==> src/rtl/audio_adc_deserializer_pkg.sv <==
// Shared types and defaults for the codec ADC receive path.
`timescale 1ns/1ps
package audio_pkg;

    localparam int AUDIO_DW          = 24;
    localparam int AUDIO_SYNC_STAGES = 2;

    typedef enum logic [2:0] {
        IDLE,
        SHIFT_L,
        WAIT_R,
        SHIFT_R,
        WAIT_L
    } adc_state_t;

    typedef struct packed {
        logic [AUDIO_DW-1:0] l;
        logic [AUDIO_DW-1:0] r;
    } audio_pair_t;

endpackage

==> src/rtl/audio_adc_deserializer_if.sv <==
// Valid/ready sample-pair bus from the ADC deserializer to its consumer.
`timescale 1ns/1ps
interface audio_adc_deserializer_if #(
    parameter int DW = audio_pkg::AUDIO_DW
);
    import audio_pkg::*;

    logic [DW-1:0] left_out;
    logic [DW-1:0] right_out;
    logic          out_valid;
    logic          out_ready;

    modport master (
        output left_out,
        output right_out,
        output out_valid,
        input  out_ready
    );

    modport slave (
        input  left_out,
        input  right_out,
        input  out_valid,
        output out_ready
    );

endinterface

==> src/rtl/audio_adc_deserializer_sync_edge.sv <==
// Multi-flop synchronizer for one asynchronous codec line, with a registered
// rising-edge pulse taken from the synchronized value.
`timescale 1ns/1ps
module sync_edge
    import audio_pkg::*;
#(
    parameter int STAGES = AUDIO_SYNC_STAGES
) (
    input  logic clk_i,
    input  logic rst_ni,
    input  logic d_i,
    output logic sync_o,
    output logic rise_o
);

    logic [STAGES-1:0] chain_q;
    logic              prev_q;
    logic              rise_q;

    always_ff @(posedge clk_i or negedge rst_ni) begin
        if (!rst_ni) begin
            chain_q <= '0;
            prev_q  <= 1'b0;
            rise_q  <= 1'b0;
        end else begin
            for (int i = STAGES - 1; i > 0; i--) begin
                chain_q[i] <= chain_q[i-1];
            end
            chain_q[0] <= d_i;
            prev_q     <= chain_q[STAGES-1];
            rise_q     <= chain_q[STAGES-1] & ~prev_q;
        end
    end

    assign sync_o = chain_q[STAGES-1];
    assign rise_o = rise_q;

endmodule

==> src/rtl/audio_adc_deserializer.sv <==
// Left-justified codec ADC deserializer: frames serial data by LRCK into
// left/right words and hands completed pairs to a one-entry output buffer.
//
// state   | meaning
// IDLE    | waiting for LRCK 0->1 to start a left word
// SHIFT_L | shifting left-channel bits, MSB first
// WAIT_R  | left word full, ignoring surplus slot bits until LRCK 1->0
// SHIFT_R | shifting right-channel bits, MSB first
// WAIT_L  | pair complete, ignoring surplus slot bits until LRCK 0->1
`timescale 1ns/1ps
module audio_adc_deserializer
    import audio_pkg::*;
#(
    parameter int DATA_WIDTH  = AUDIO_DW,
    parameter int SYNC_STAGES = AUDIO_SYNC_STAGES
) (
    input  logic                     CLOCK_50,
    input  logic                     resetn,
    input  logic                     enable,
    input  logic                     bclk_in,
    input  logic                     lrck_in,
    input  logic                     adcdat_in,
    audio_adc_deserializer_if.master aud,
    output logic                     overrun,
    input  logic                     clear_overrun
);

    localparam int             DW       = DATA_WIDTH;
    localparam int             CW       = $clog2(DW + 1);
    localparam logic [CW-1:0]  CNT_FULL = CW'(DW);
    localparam logic [CW-1:0]  CNT_LAST = CW'(DW - 1);

    logic bclk_rise, lrck_s, dat_s;
    logic bclk_sync_unused, lrck_rise_unused, dat_rise_unused;

    sync_edge #(.STAGES(SYNC_STAGES)) u_sync_bclk (
        .clk_i (CLOCK_50), .rst_ni(resetn), .d_i(bclk_in),
        .sync_o(bclk_sync_unused), .rise_o(bclk_rise)
    );
    sync_edge #(.STAGES(SYNC_STAGES)) u_sync_lrck (
        .clk_i (CLOCK_50), .rst_ni(resetn), .d_i(lrck_in),
        .sync_o(lrck_s), .rise_o(lrck_rise_unused)
    );
    sync_edge #(.STAGES(SYNC_STAGES)) u_sync_dat (
        .clk_i (CLOCK_50), .rst_ni(resetn), .d_i(adcdat_in),
        .sync_o(dat_s), .rise_o(dat_rise_unused)
    );

    adc_state_t    state_q, state_d;
    logic [CW-1:0] bitcnt_q, bitcnt_d;
    logic [DW-1:0] shreg_q, shreg_d;
    logic [DW-1:0] left_word_q, left_word_d;
    logic          lrck_prev_q;
    logic          pair_done;
    logic [DW-1:0] pair_r;

    logic          out_valid_q, out_valid_d;
    logic [DW-1:0] left_q, left_d;
    logic [DW-1:0] right_q, right_d;
    logic          overrun_q, overrun_d;

    logic          lrck_up, lrck_dn, accept;
    logic [DW-1:0] shifted, first_bit;

    // A short word keeps its received bits MSB-aligned; unreceived LSBs read as 0.
    function automatic logic [DW-1:0] zero_fill(input logic [DW-1:0] sh,
                                                input logic [CW-1:0] k);
        return sh << (CNT_FULL - k);
    endfunction

    assign lrck_up   = lrck_s & ~lrck_prev_q;
    assign lrck_dn   = ~lrck_s & lrck_prev_q;
    assign shifted   = {shreg_q[DW-2:0], dat_s};
    assign first_bit = {{(DW-1){1'b0}}, dat_s};
    assign accept    = out_valid_q & aud.out_ready;

    always_ff @(posedge CLOCK_50 or negedge resetn) begin
        if (!resetn) begin
            state_q     <= IDLE;
            bitcnt_q    <= '0;
            shreg_q     <= '0;
            left_word_q <= '0;
            lrck_prev_q <= 1'b0;
            out_valid_q <= 1'b0;
            left_q      <= '0;
            right_q     <= '0;
            overrun_q   <= 1'b0;
        end else begin
            state_q     <= state_d;
            bitcnt_q    <= bitcnt_d;
            shreg_q     <= shreg_d;
            left_word_q <= left_word_d;
            if (bclk_rise) begin
                lrck_prev_q <= lrck_s;
            end
            out_valid_q <= out_valid_d;
            left_q      <= left_d;
            right_q     <= right_d;
            overrun_q   <= overrun_d;
        end
    end

    always_comb begin
        state_d     = state_q;
        bitcnt_d    = bitcnt_q;
        shreg_d     = shreg_q;
        left_word_d = left_word_q;
        pair_done   = 1'b0;
        pair_r      = '0;
        if (!enable) begin
            state_d  = IDLE;
            bitcnt_d = '0;
            shreg_d  = '0;
        end else if (bclk_rise) begin
            unique case (state_q)
                IDLE, WAIT_L: begin
                    if (lrck_up) begin
                        shreg_d  = first_bit;
                        bitcnt_d = CW'(1);
                        state_d  = SHIFT_L;
                    end
                end
                SHIFT_L: begin
                    if (lrck_dn) begin
                        left_word_d = zero_fill(shreg_q, bitcnt_q);
                        shreg_d     = first_bit;
                        bitcnt_d    = CW'(1);
                        state_d     = SHIFT_R;
                    end else if (bitcnt_q < CNT_FULL) begin
                        shreg_d  = shifted;
                        bitcnt_d = bitcnt_q + CW'(1);
                        if (bitcnt_q == CNT_LAST) begin
                            left_word_d = shifted;
                            state_d     = WAIT_R;
                        end
                    end
                end
                WAIT_R: begin
                    if (lrck_dn) begin
                        shreg_d  = first_bit;
                        bitcnt_d = CW'(1);
                        state_d  = SHIFT_R;
                    end
                end
                SHIFT_R: begin
                    if (lrck_up) begin
                        pair_done = 1'b1;
                        pair_r    = zero_fill(shreg_q, bitcnt_q);
                        shreg_d   = first_bit;
                        bitcnt_d  = CW'(1);
                        state_d   = SHIFT_L;
                    end else if (bitcnt_q < CNT_FULL) begin
                        shreg_d  = shifted;
                        bitcnt_d = bitcnt_q + CW'(1);
                        if (bitcnt_q == CNT_LAST) begin
                            pair_done = 1'b1;
                            pair_r    = shifted;
                            state_d   = WAIT_L;
                        end
                    end
                end
                default: state_d = IDLE;
            endcase
        end
    end

    // Clear is applied first so a same-cycle drop leaves overrun set.
    always_comb begin
        out_valid_d = out_valid_q;
        left_d      = left_q;
        right_d     = right_q;
        overrun_d   = overrun_q;
        if (clear_overrun) begin
            overrun_d = 1'b0;
        end
        if (pair_done) begin
            if (!out_valid_q || accept) begin
                left_d      = left_word_q;
                right_d     = pair_r;
                out_valid_d = 1'b1;
            end else begin
                overrun_d = 1'b1;
            end
        end else if (accept) begin
            out_valid_d = 1'b0;
        end
    end

    assign aud.left_out  = left_q;
    assign aud.right_out = right_q;
    assign aud.out_valid = out_valid_q;
    assign overrun       = overrun_q;

endmodule

==> src/flat_wrapper.sv <==
// flat-port wrapper written by rule: the top's interface ports become plain ports
module audio_adc_deserializer_flat import audio_pkg::*;
#(
    parameter int DATA_WIDTH  = AUDIO_DW,
    parameter int SYNC_STAGES = AUDIO_SYNC_STAGES
)
  (CLOCK_50, resetn, enable, bclk_in, lrck_in, adcdat_in, overrun, clear_overrun, aud_left_out, aud_right_out, aud_out_valid, aud_out_ready);
  audio_adc_deserializer_if #(.DW((AUDIO_DW))) aud_i ();
  input  logic CLOCK_50;
  input  logic resetn;
  input  logic enable;
  input  logic bclk_in;
  input  logic lrck_in;
  input  logic adcdat_in;
  output logic overrun;
  input  logic clear_overrun;
  output wire logic [$bits(aud_i.left_out)-1:0] aud_left_out;
  output wire logic [$bits(aud_i.right_out)-1:0] aud_right_out;
  output wire logic [$bits(aud_i.out_valid)-1:0] aud_out_valid;
  input wire logic [$bits(aud_i.out_ready)-1:0] aud_out_ready;
  assign aud_left_out = aud_i.left_out;
  assign aud_right_out = aud_i.right_out;
  assign aud_out_valid = aud_i.out_valid;
  assign aud_i.out_ready = aud_out_ready;
  audio_adc_deserializer #(.DATA_WIDTH(DATA_WIDTH), .SYNC_STAGES(SYNC_STAGES)) u_core (.CLOCK_50(CLOCK_50), .resetn(resetn), .enable(enable), .bclk_in(bclk_in), .lrck_in(lrck_in), .adcdat_in(adcdat_in), .aud(aud_i), .overrun(overrun), .clear_overrun(clear_overrun));
endmodule
==> config.mk <==
export PLATFORM = sky130hd
export DESIGN_NAME = audio_adc_deserializer_flat
export DESIGN_NICKNAME = d
export VERILOG_FILES = /design/src/rtl/audio_adc_deserializer_pkg.sv /design/src/rtl/audio_adc_deserializer_if.sv /design/src/rtl/audio_adc_deserializer_sync_edge.sv /design/src/rtl/audio_adc_deserializer.sv /design/src/flat_wrapper.sv
export SDC_FILE = /design/constraint.sdc
export NUM_CORES = 1
export LEC_CHECK = 0
export BUFFER_PORTS_ARGS = -buffer_cell sky130_fd_sc_hd__buf_2
export CORE_MARGIN = 3
export CORE_UTILIZATION = 35
export CTS_CLUSTER_SIZE = 30
export DETAILED_ROUTE_END_ITERATION = 10
export PLACE_DENSITY_LB_ADDON = 0.08
export SKIP_LAST_GASP = 1
export SLEW_MARGIN = 20
export SYNTH_ARGS = -nofsm -noshare
export SYNTH_HDL_FRONTEND = slang
export SYNTH_HIERARCHICAL = 1
export SYNTH_SLANG_ARGS = --single-unit
==> constraint.sdc <==
create_clock -name CLOCK_50 -period 3.35 [get_ports CLOCK_50]
set_clock_uncertainty 0.2 [all_clocks]
set_input_delay 0.1675 -clock CLOCK_50 [delete_from_list [all_inputs] [get_ports CLOCK_50]]
set_output_delay 0.1675 -clock CLOCK_50 [all_outputs]
set_load 0.01 [all_outputs]
==> metrics.yaml, run 1 <==
routing:
  detail-route-antenna-nets: 0
  wire_per_inst_um: 19.6
  drt_pass1_iterations: 5
  dr_total_vias: 5491
  route.detailed.drc: 0
  vias_per_cell: 5.54
  drtIter0Drc: 435
  drt-total-wl_mm: 19.5
clock_network:
  h-tree-depth: 4
  clk_pin_slew_ns: 0.06
  cts_tree: "built"
  clkSinkCount: 115
  cts_buffers: 17
  clock_path_buffers: 2
  clock_latency_ns: 0.42
  root_buffer: "clkbuf_16"
  post_cts_buffers: 0
global_routing:
  antenna_found_initial: 0
  grt_pass1_vias: 5497
  grt_usage_pct: 20.7
  grt_max_degree: 69
  grt_first_pass_wirelength_mm: 32.0
  grt-ovfl-total: 0
floorplan:
  dieArea_um2: 19500
  num_rows: 48
  initial_core_util_pct: 36.0
  core_um2: 17400
  io_pins: 58
  die_h_um: 140
  die_width_um: 140
timing:
  relSlewSlack_pct: 37.0
  fmax_mhz: 330
  setup_violations: 0
  setup_tns_ns: 0
  fin_ws_ns: 0.316
  period_minus_slack_ns: 3.03
  tightest_slew_ns: 0.945
  finalCritPeriodShare_pct: 90.6
  hold_viol: 0
  slew_violations: 0
  rsz0062_at_grt: "false"
status:
  status: "completed"
placement:
  place.gp.congestion: 0.954
  dp_slack_ns: 0.348
  hpwl_mm: 14.1
  io_buffers: 57
  dpl.cell_count: 952
yosys:
  syn_nets: 698
  synth_area_um2: 6260
  postSynthCellCount: 688
  avgSynthCellArea_um2: 9.10
  yosys_warnings: 6
critical_path:
  crit_arrival_ns: 3.12
  critPathRequiredTime_ns: 3.44
  start_kind: "register"
  crit_fanout: 29
  critPathCaptureType: "register"
  critical_path_class: "register to register"
cells_and_area:
  nets: 764
  diodes: 0
  instances_no_fill: 992
  area_delta_synth_final_pct: 21.7
  drive_above_1_share_pct: 21.3
pwr:
  ir_drop_mv: 0.337
  p_leak_uw: 0.00349
  powerDensity_nw_per_um2: 499
job:
  drv_cap: 0
hold_path:
  min_path_type: "primary input to asynchronous set/reset pin"
[report_power, final]
| group | internal [uW] | switching [uW] | total (uW) |
|---|---|---|---|
| combinational | 82.4 | 157 | 239 |
| clock | 1430 | 700 | 2130 |
| sequential | 1410 | 20.2 | 1440 |
| total | 2920 | 877 | 3800 |
[critical path, cell delays in order (launching register included)]
cell	delay, ns
dfrtp_1	0.34
buf_4	0.36
ha_1	0.28
nand4b_1	0.24
a211o_1	0.42
nand2b_2	0.42
buf_4	0.35
a21oi_1	0.18
o22ai_1	0.09
[worst paths after layout]
| check | startpoint | to | slack (ns) | cells past startpoint |
|---|---|---|---|---|
| min | resetn | u_core/left_word_q[20] | 0.11 | 2 |
| min reg2reg | u_core/u_sync_lrck/chain_q[0] | u_core/u_sync_lrck/chain_q[1] | 0.15 | 0 |
| min in group CLOCK_50 | u_core/u_sync_lrck/chain_q[0] | u_core/u_sync_lrck/chain_q[1] | 0.15 | 0 |
| max in group asynchronous | resetn | u_core/shreg_q[9] | 2.05 | 3 |
| max reg2reg | u_core/bitcnt_q[0] | u_core/aud.right_out[16] | 0.32 | 8 |
| max | u_core/bitcnt_q[0] | u_core/aud.right_out[16] | 0.32 | 8 |
[sequential cells by signal, summed over array words and instances (netlist names), 2 cells and up]
| signal | flops |
|---|---|
| u_core/aud.left_out | 24 |
| u_core/aud.right_out | 24 |
| u_core/bitcnt_q | 5 |
| u_core/left_word_q | 24 |
| u_core/shreg_q | 24 |
| u_core/state_q | 3 |
| u_core/u_sync_bclk/chain_q | 2 |
| u_core/u_sync_dat/chain_q | 2 |
| u_core/u_sync_lrck/chain_q | 2 |
[area by class of cell]
cell class,instances,area (um2)
Clock buffer,18,439
Clock inverter,14,250
Fill cell,1756,9800
Inverter,11,41.3
Multi-Input combinational cell,516,3140
Sequential cell,115,2880
Tap cell,225,282
Timing Repair Buffer,93,591
[stage by stage]
step	cell area, um2	util, %	power (uW)	hold WS, ns
6_report	7620	43.8	3800	0.111
5_1_grt	7620	43.8	3940	0.164
4_1_cts	7620	43.8	3850	0.125
3_5_place_dp	6850	39.3	1690	0.0336
3_3_place_gp	6850	39.3	1690	0.0260
2_1_floorplan	6260	-	1610	-0.328
[cells in the final DEF (no fill, tap or decap), drive strengths merged, types with 6 or more instances in the layout]
cell	n
nor3	21
a21oi	61
a221oi	26
dfrtp	115
o21ai	30
nor2	70
bufinv	6
mux4	10
o22ai	8
dlygate4sd3	8
clkbuf	18
inv	14
mux2	22
nand2b	8
buf	85
mux2i	29
nand2	157
nor2b	7
[per-layer routing]
layer / wire length (um) / share of wire [%] / global-route usage, %
met2: 8520 / 44 / 30.4
met3: 1190 / 6.1 / 4.64
met4: 398 / 2.0 / 6.02
met1: 9350 / 48 / 30.5
met5: 0 / 0 / 0
[timing repair]
| action | in CTS | in global routing |
|---|---|---|
| endpoints found under the hold margin | 58 | 0 |
| setup endpoints to repair | 0 | 0 |
| hold buffers | 8 | 0 |
| resized for setup | 0 | 0 |
Power figures use the tool's default switching activity.
==> run 2: changes to the inputs <==
CTS_BUF_LIST = sky130_fd_sc_hd__clkbuf_4 sky130_fd_sc_hd__clkbuf_8   (was unset)
==> metrics.yaml, run 2 (synthesized netlist as in run 1, its figures left out) <==
status:
  status: "completed"
routing:
  drtIter0Drc: 422  # -3.0%
  route.detailed.drc: 0  # unchanged
  vias_per_cell: 5.51  # -0.38%
  wire_per_inst_um: 19.6  # -0.19%
  drt-total-wl_mm: 19.4  # -0.19%
  dr_total_vias: 5470  # -0.38%
  drt_pass1_iterations: 4  # -1
  detail-route-antenna-nets: 0  # unchanged
critical_path:
  cp_num_cells: 8  # unchanged
  critPathRequiredTime_ns: 3.48  # +0.04 ns
  critical_path.slowest_cell: "nand2b_2"
  crit_fanout: 29  # unchanged
  cp_top_family: "buffers and inverters"
  worst-path-buf-inv: 2  # unchanged
  cpMostUsedCell: "buf_4"
  worstPathCellList: "buf_4, ha_1, nand4b_1, a211o_1, nand2b_2, buf_4, a21oi_1, o22ai_1"
  reg2regPathDepth: 8  # unchanged
  critPathCaptureType: "register"
  critical_path_class: "register to register"
  start_kind: "register"
  crit_arrival_ns: 3.14  # +0.02 ns
  max_stage_delay_ns: 0.42  # about the same
cells_and_area:
  seq_area_um2: 2880  # unchanged
  diodes: 0  # unchanged
  final_cell_mix: "nand2_1 (157), dfrtp_1 (115), nor2_1 (70)"
  instances_no_fill: 992  # unchanged
  multi_input_area_um2: 3140  # unchanged
  drive_above_1_share_pct: 21.3  # unchanged
  area_delta_synth_final_pct: 18.6
  stdcell_area_um2: 7430  # -2.5%
  nets: 764  # unchanged
  fillCellCount: 1784  # +1.6%
  final_common_cell: "nand2_1"
timing:
  fmax_mhz: 331  # +0.58%
  finalCritPeriodShare_pct: 90.1  # -0.52 points
  slew_violations: 0  # unchanged
  period_minus_slack_ns: 3.02  # -0.0174 ns
  relSlewSlack_pct: 36.8  # -0.21 points
  tightest_slew_ns: 0.948  # +0.00308 ns
  setup_violations: 0  # unchanged
  rsz0062_at_grt: "false"
  setup_tns_ns: 0  # unchanged
  hold_viol: 0  # unchanged
placement:
  io_buffers: 57  # unchanged
  dpl_cell_area_um2: 6850  # unchanged
  dpl.cell_count: 952  # unchanged
  place.gp.congestion: 0.954  # unchanged
  hpwl_mm: 14.1  # unchanged
global_routing:
  grt_pass1_vias: 5432  # -1.2%
  grt_first_pass_wirelength_mm: 31.7  # -0.67%
  grt_max_degree: 69  # unchanged
  grt-ovfl-total: 0  # unchanged
  antenna_found_initial: 0  # unchanged
  grt_usage_pct: 20.5  # -0.17 points
clock_network:
  root_buffer: "clkbuf_8"
  cts_buffers: 17  # unchanged
  clkSinkCount: 115  # unchanged
  cts_tree: "built"
  post_cts_buffers: 0  # unchanged
  clock_path_buffers: 2  # unchanged
  clk_pin_slew_ns: 0.08  # +0.02 ns
  clock_latency_ns: 0.45  # +0.03 ns
  h-tree-depth: 4  # unchanged
floorplan:
  core_um2: 17400  # unchanged
  die_h_um: 140  # unchanged
  num_rows: 48  # unchanged
  initial_core_util_pct: 36.0  # unchanged
  io_pins: 58  # unchanged
  dieArea_um2: 19500  # unchanged
  die_width_um: 140  # unchanged
pwr:
  p_int_uw: 2490  # -15%
  ir_drop_mv: 0.215  # -36%
  switchingPower_uw: 822  # -6.3%
  p_seq_share_pct: 43.3  # +5.5 points
  powerDensity_nw_per_um2: 445  # -11%
  p_sw_share_pct: 24.8  # +1.8 points
  clkPwrFrac_pct: 49.5  # -6.5 points
  p_leak_uw: 0.00341  # -2.5%
  p_comb_share_pct: 7.2  # +0.9 points
hold_path:
  min_path_type: "primary input to asynchronous set/reset pin"
job:
  drv_cap: 0  # unchanged
[run 2: stage by stage]
| stage | setup slack, ns | util, % | total power [uW] | hold slack (ns) |
|---|---|---|---|---|
| 4_1_cts | 0.337 | 42.7 | 3350 | 0.0732 |
| 2_1_floorplan | 0.281 | - | 1610 | -0.328 |
| 3_3_place_gp | 0.352 | 39.3 | 1690 | 0.0260 |
| 5_1_grt | 0.112 | 42.7 | 3430 | 0.132 |
| 3_5_place_dp | 0.348 | 39.3 | 1690 | 0.0336 |
| 6_report | 0.333 | 42.7 | 3310 | 0.0743 |
[run 2: final timing paths]
| path | startpoint | endpoint | slack (ns) |
|---|---|---|---|
| worst max register to register | u_core/bitcnt_q[0] | u_core/aud.right_out[16] | 0.33 |
| min in group CLOCK_50 | u_core/u_sync_bclk/chain_q[0] | u_core/u_sync_bclk/chain_q[1] | 0.15 |
| worst max-delay path | u_core/bitcnt_q[0] | u_core/aud.right_out[16] | 0.33 |
| worst min register to register | u_core/u_sync_bclk/chain_q[0] | u_core/u_sync_bclk/chain_q[1] | 0.15 |
| max in group asynchronous | resetn | u_core/shreg_q[11] | 2.08 |
| worst min-delay path | resetn | u_core/left_word_q[20] | 0.07 |
[run 2: cell type report]
type,instances,share of cell area [%]
multi-input combinational,516,42.3
sequential,115,38.7
timing repair buffer,93,7.95
tap,225,3.79
clock inverter,14,3.37
clock buffer,18,3.33
inverter,11,0.556
[run 2: power by group through the flow]
stage	Combinational (uW)	Sequential, uW	Clock [uW]
final	239	1430	1640
after global routing	266	1440	1730
after CTS	240	1430	1680
after detailed placement	233	1460	0
after global placement	232	1460	0
after floorplan	155	1450	0
[run 2: repair_timing]
action,4_1_cts,5_1_grt
hold endpoints to repair,58,0
endpoints found under the setup margin,0,0
hold buffers,8,0
resized for setup,0,0
[run 2: worst reg2reg max path: stages, from the launching register on]
cell and delay, ns:
dfrtp_1 0.35, buf_4 0.36, ha_1 0.29, nand4b_1 0.23, a211o_1 0.42, nand2b_2 0.42
buf_4 0.35, a21oi_1 0.19, o22ai_1 0.09
[run 2: layer usage]
layer,up-vias,track usage [%],share of wire (%),wire (um)
met4,0,5.61,1.5,295
met1,2694,30.7,49,9490
met5,-,0,0,0
met3,19,3.78,5.7,1110
met2,187,30.4,44,8530
li1,2570,-,-,-
==> run 3: changes to the inputs <==
ABC_AREA = 1   (was unset)
==> metrics.yaml, run 3 <==
status:
  status: "completed"
clock_network:
  cts_buffers: 17  # unchanged
  h-tree-depth: 4  # unchanged
  clk_pin_slew_ns: 0.07  # about the same
  clock_latency_ns: 0.44  # about the same
  clock_path_buffers: 2  # unchanged
  root_buffer: "clkbuf_8"
  post_cts_buffers: 0  # unchanged
  clkSinkCount: 115  # unchanged
  cts_tree: "built"
global_routing:
  grt-ovfl-total: 0  # unchanged
  antenna_found_initial: 0  # unchanged
  grt_pass1_vias: 5855  # +7.8%
  grt_max_degree: 44  # -36%
  grt_usage_pct: 21.1  # +0.64 points
  grt_first_pass_wirelength_mm: 33.2  # +4.6%
timing:
  period_minus_slack_ns: 2.83  # -0.190 ns
  setup_violations: 0  # unchanged
  slew_violations: 0  # unchanged
  setup_tns_ns: 0  # unchanged
  timing.hold.ws_ns: 0.0507  # -0.0236 ns
  relSlewSlack_pct: 44.7  # +8.0 points
  finalCritPeriodShare_pct: 84.4  # -5.7 points
  tightest_slew_ns: 0.827  # -0.121 ns
  fmax_mhz: 354  # +6.7%
  hold_viol: 0  # unchanged
  rsz0062_at_grt: "false"
floorplan:
  dieArea_um2: 20100  # +2.9%
  initial_core_util_pct: 35.8  # -0.16 points
  die_h_um: 142  # +1.4%
  core_um2: 18000  # +3.5%
  num_rows: 49  # +2.1%
  die_width_um: 142  # +1.4%
  io_pins: 58  # unchanged
pwr:
  p_leak_uw: 0.00364  # +6.8%
  powerDensity_nw_per_um2: 511  # +15%
  ir_drop_mv: 0.264  # +23%
routing:
  drtIter0Drc: 456  # +8.1%
  dr_total_vias: 6087  # +11%
  detail-route-antenna-nets: 0  # unchanged
  vias_per_cell: 5.38  # -2.4%
  drt_pass1_iterations: 5  # +1
  wire_per_inst_um: 18.3  # -6.4%
  route.detailed.drc: 0  # unchanged
  drt-total-wl_mm: 20.7  # +6.7%
placement:
  io_buffers: 57  # unchanged
  dpl.cell_count: 1092  # +15%
  place.gp.congestion: 0.891  # -6.6%
  hpwl_mm: 14.5  # +2.5%
cells_and_area:
  final_common_cell: "nand2_1"
  final_cell_mix: "nand2_1 (199), nand3_1 (132), dfrtp_1 (115)"
  diodes: 0  # unchanged
  nets: 900  # +18%
  instances_no_fill: 1131  # +14%
  area_delta_synth_final_pct: 12.9
  drive_above_1_share_pct: 17.0  # -4.3 points
  fillCellCount: 1877  # +5.2%
critical_path:
  crit_fanout: 34  # +17%
  critPathCaptureType: "register"
  critical_path_class: "register to register"
  critPathRequiredTime_ns: 3.50  # +0.02 ns
  start_kind: "register"
  crit_arrival_ns: 2.98  # -0.16 ns
yosys:
  synth_area_um2: 6450  # +3.0%
  yosys_warnings: 6  # unchanged
  syn_nets: 849  # +22%
  postSynthCellCount: 839  # +22%
  avgSynthCellArea_um2: 7.69  # -16%
job:
  drv_cap: 0  # unchanged
hold_path:
  min_path_type: "primary input to asynchronous set/reset pin"
## run 3: cell types whose count changed in the layout (fill, tap and decap cells not counted), moves of 19 or more
cell / before / now
nand3_1: 4 / 132
o21ai_0: 12 / 58
nand2_1: 157 / 199
inv_1: 10 / 42
mux2i_1: 29 / 0
a221oi_1: 26 / 0
mux2_2: 21 / 0
a21oi_1: 61 / 41
nor2_1: 70 / 89
## run 3: final cells by class
class | instances | area, um2 | area share (%)
sequential | 115 | 2880 | 39.5
inverter | 54 | 205 | 2.82
clock inverter | 12 | 133 | 1.82
clock buffer | 19 | 255 | 3.50
multi-input combinational | 621 | 3040 | 41.7
tap | 229 | 287 | 3.93
timing repair buffer | 81 | 488 | 6.70
## run 3: metrics by stage
| step | util [%] | power, uW | worst slack, ns | instance area [um2] |
|---|---|---|---|---|
| CTS | 40.4 | 3760 | 0.461 | 7290 |
| finish | 40.4 | 3720 | 0.524 | 7290 |
| global placement | 37.8 | 2420 | 0.587 | 6820 |
| floorplan | - | 2170 | 0.953 | 6450 |
| global route | 40.4 | 3930 | 0.199 | 7290 |
| detailed placement | 37.8 | 2420 | 0.474 | 6820 |
## run 3: report_power, final
| part | internal [uW] | total [uW] | switching, uW |
|---|---|---|---|
| Combinational | 251 | 826 | 575 |
| Clock | 686 | 1310 | 625 |
| Sequential | 1480 | 1580 | 105 |
| Total | 2420 | 3720 | 1300 |
## run 3: per-layer routing
metal,global-route usage [%],up-vias,share of wire (%)
met5,0,-,0
met4,4.85,0,1.3
met3,4.58,24,5.4
met1,29.4,2959,46
li1,-,2888,-
met2,33.8,216,47
## run 3: critical path, stage by stage (launching register included)
cell      delay, ns
dfrtp_1        0.36
buf_4          0.29
ha_1           0.22
nand2_1        0.07
clkinv_1       0.08
nand3_4        0.10
nand2_2        0.11
nand4_4        0.29
inv_2          0.60
or2_2          0.21
a21boi_0       0.19
## run 3: what timing repair did
action / in CTS / in global routing
resized for setup: 0 / 0
hold buffers: 8 / 0
endpoints found under the hold margin: 66 / 0
## run 3: final timing paths
check,start,endpoint,slack [ns],depth (start not counted)
max in group asynchronous,resetn,u_core/lrck_prev_q,1.98,3
min,resetn,u_core/aud.left_out[17],0.05,2
max,u_core/bitcnt_q[0],u_core/aud.right_out[23],0.52,10
min in group CLOCK_50,u_core/u_sync_dat/chain_q[0],u_core/u_sync_dat/chain_q[1],0.16,0
max reg2reg,u_core/bitcnt_q[0],u_core/aud.right_out[23],0.52,10
min reg2reg,u_core/u_sync_dat/chain_q[0],u_core/u_sync_dat/chain_q[1],0.16,0
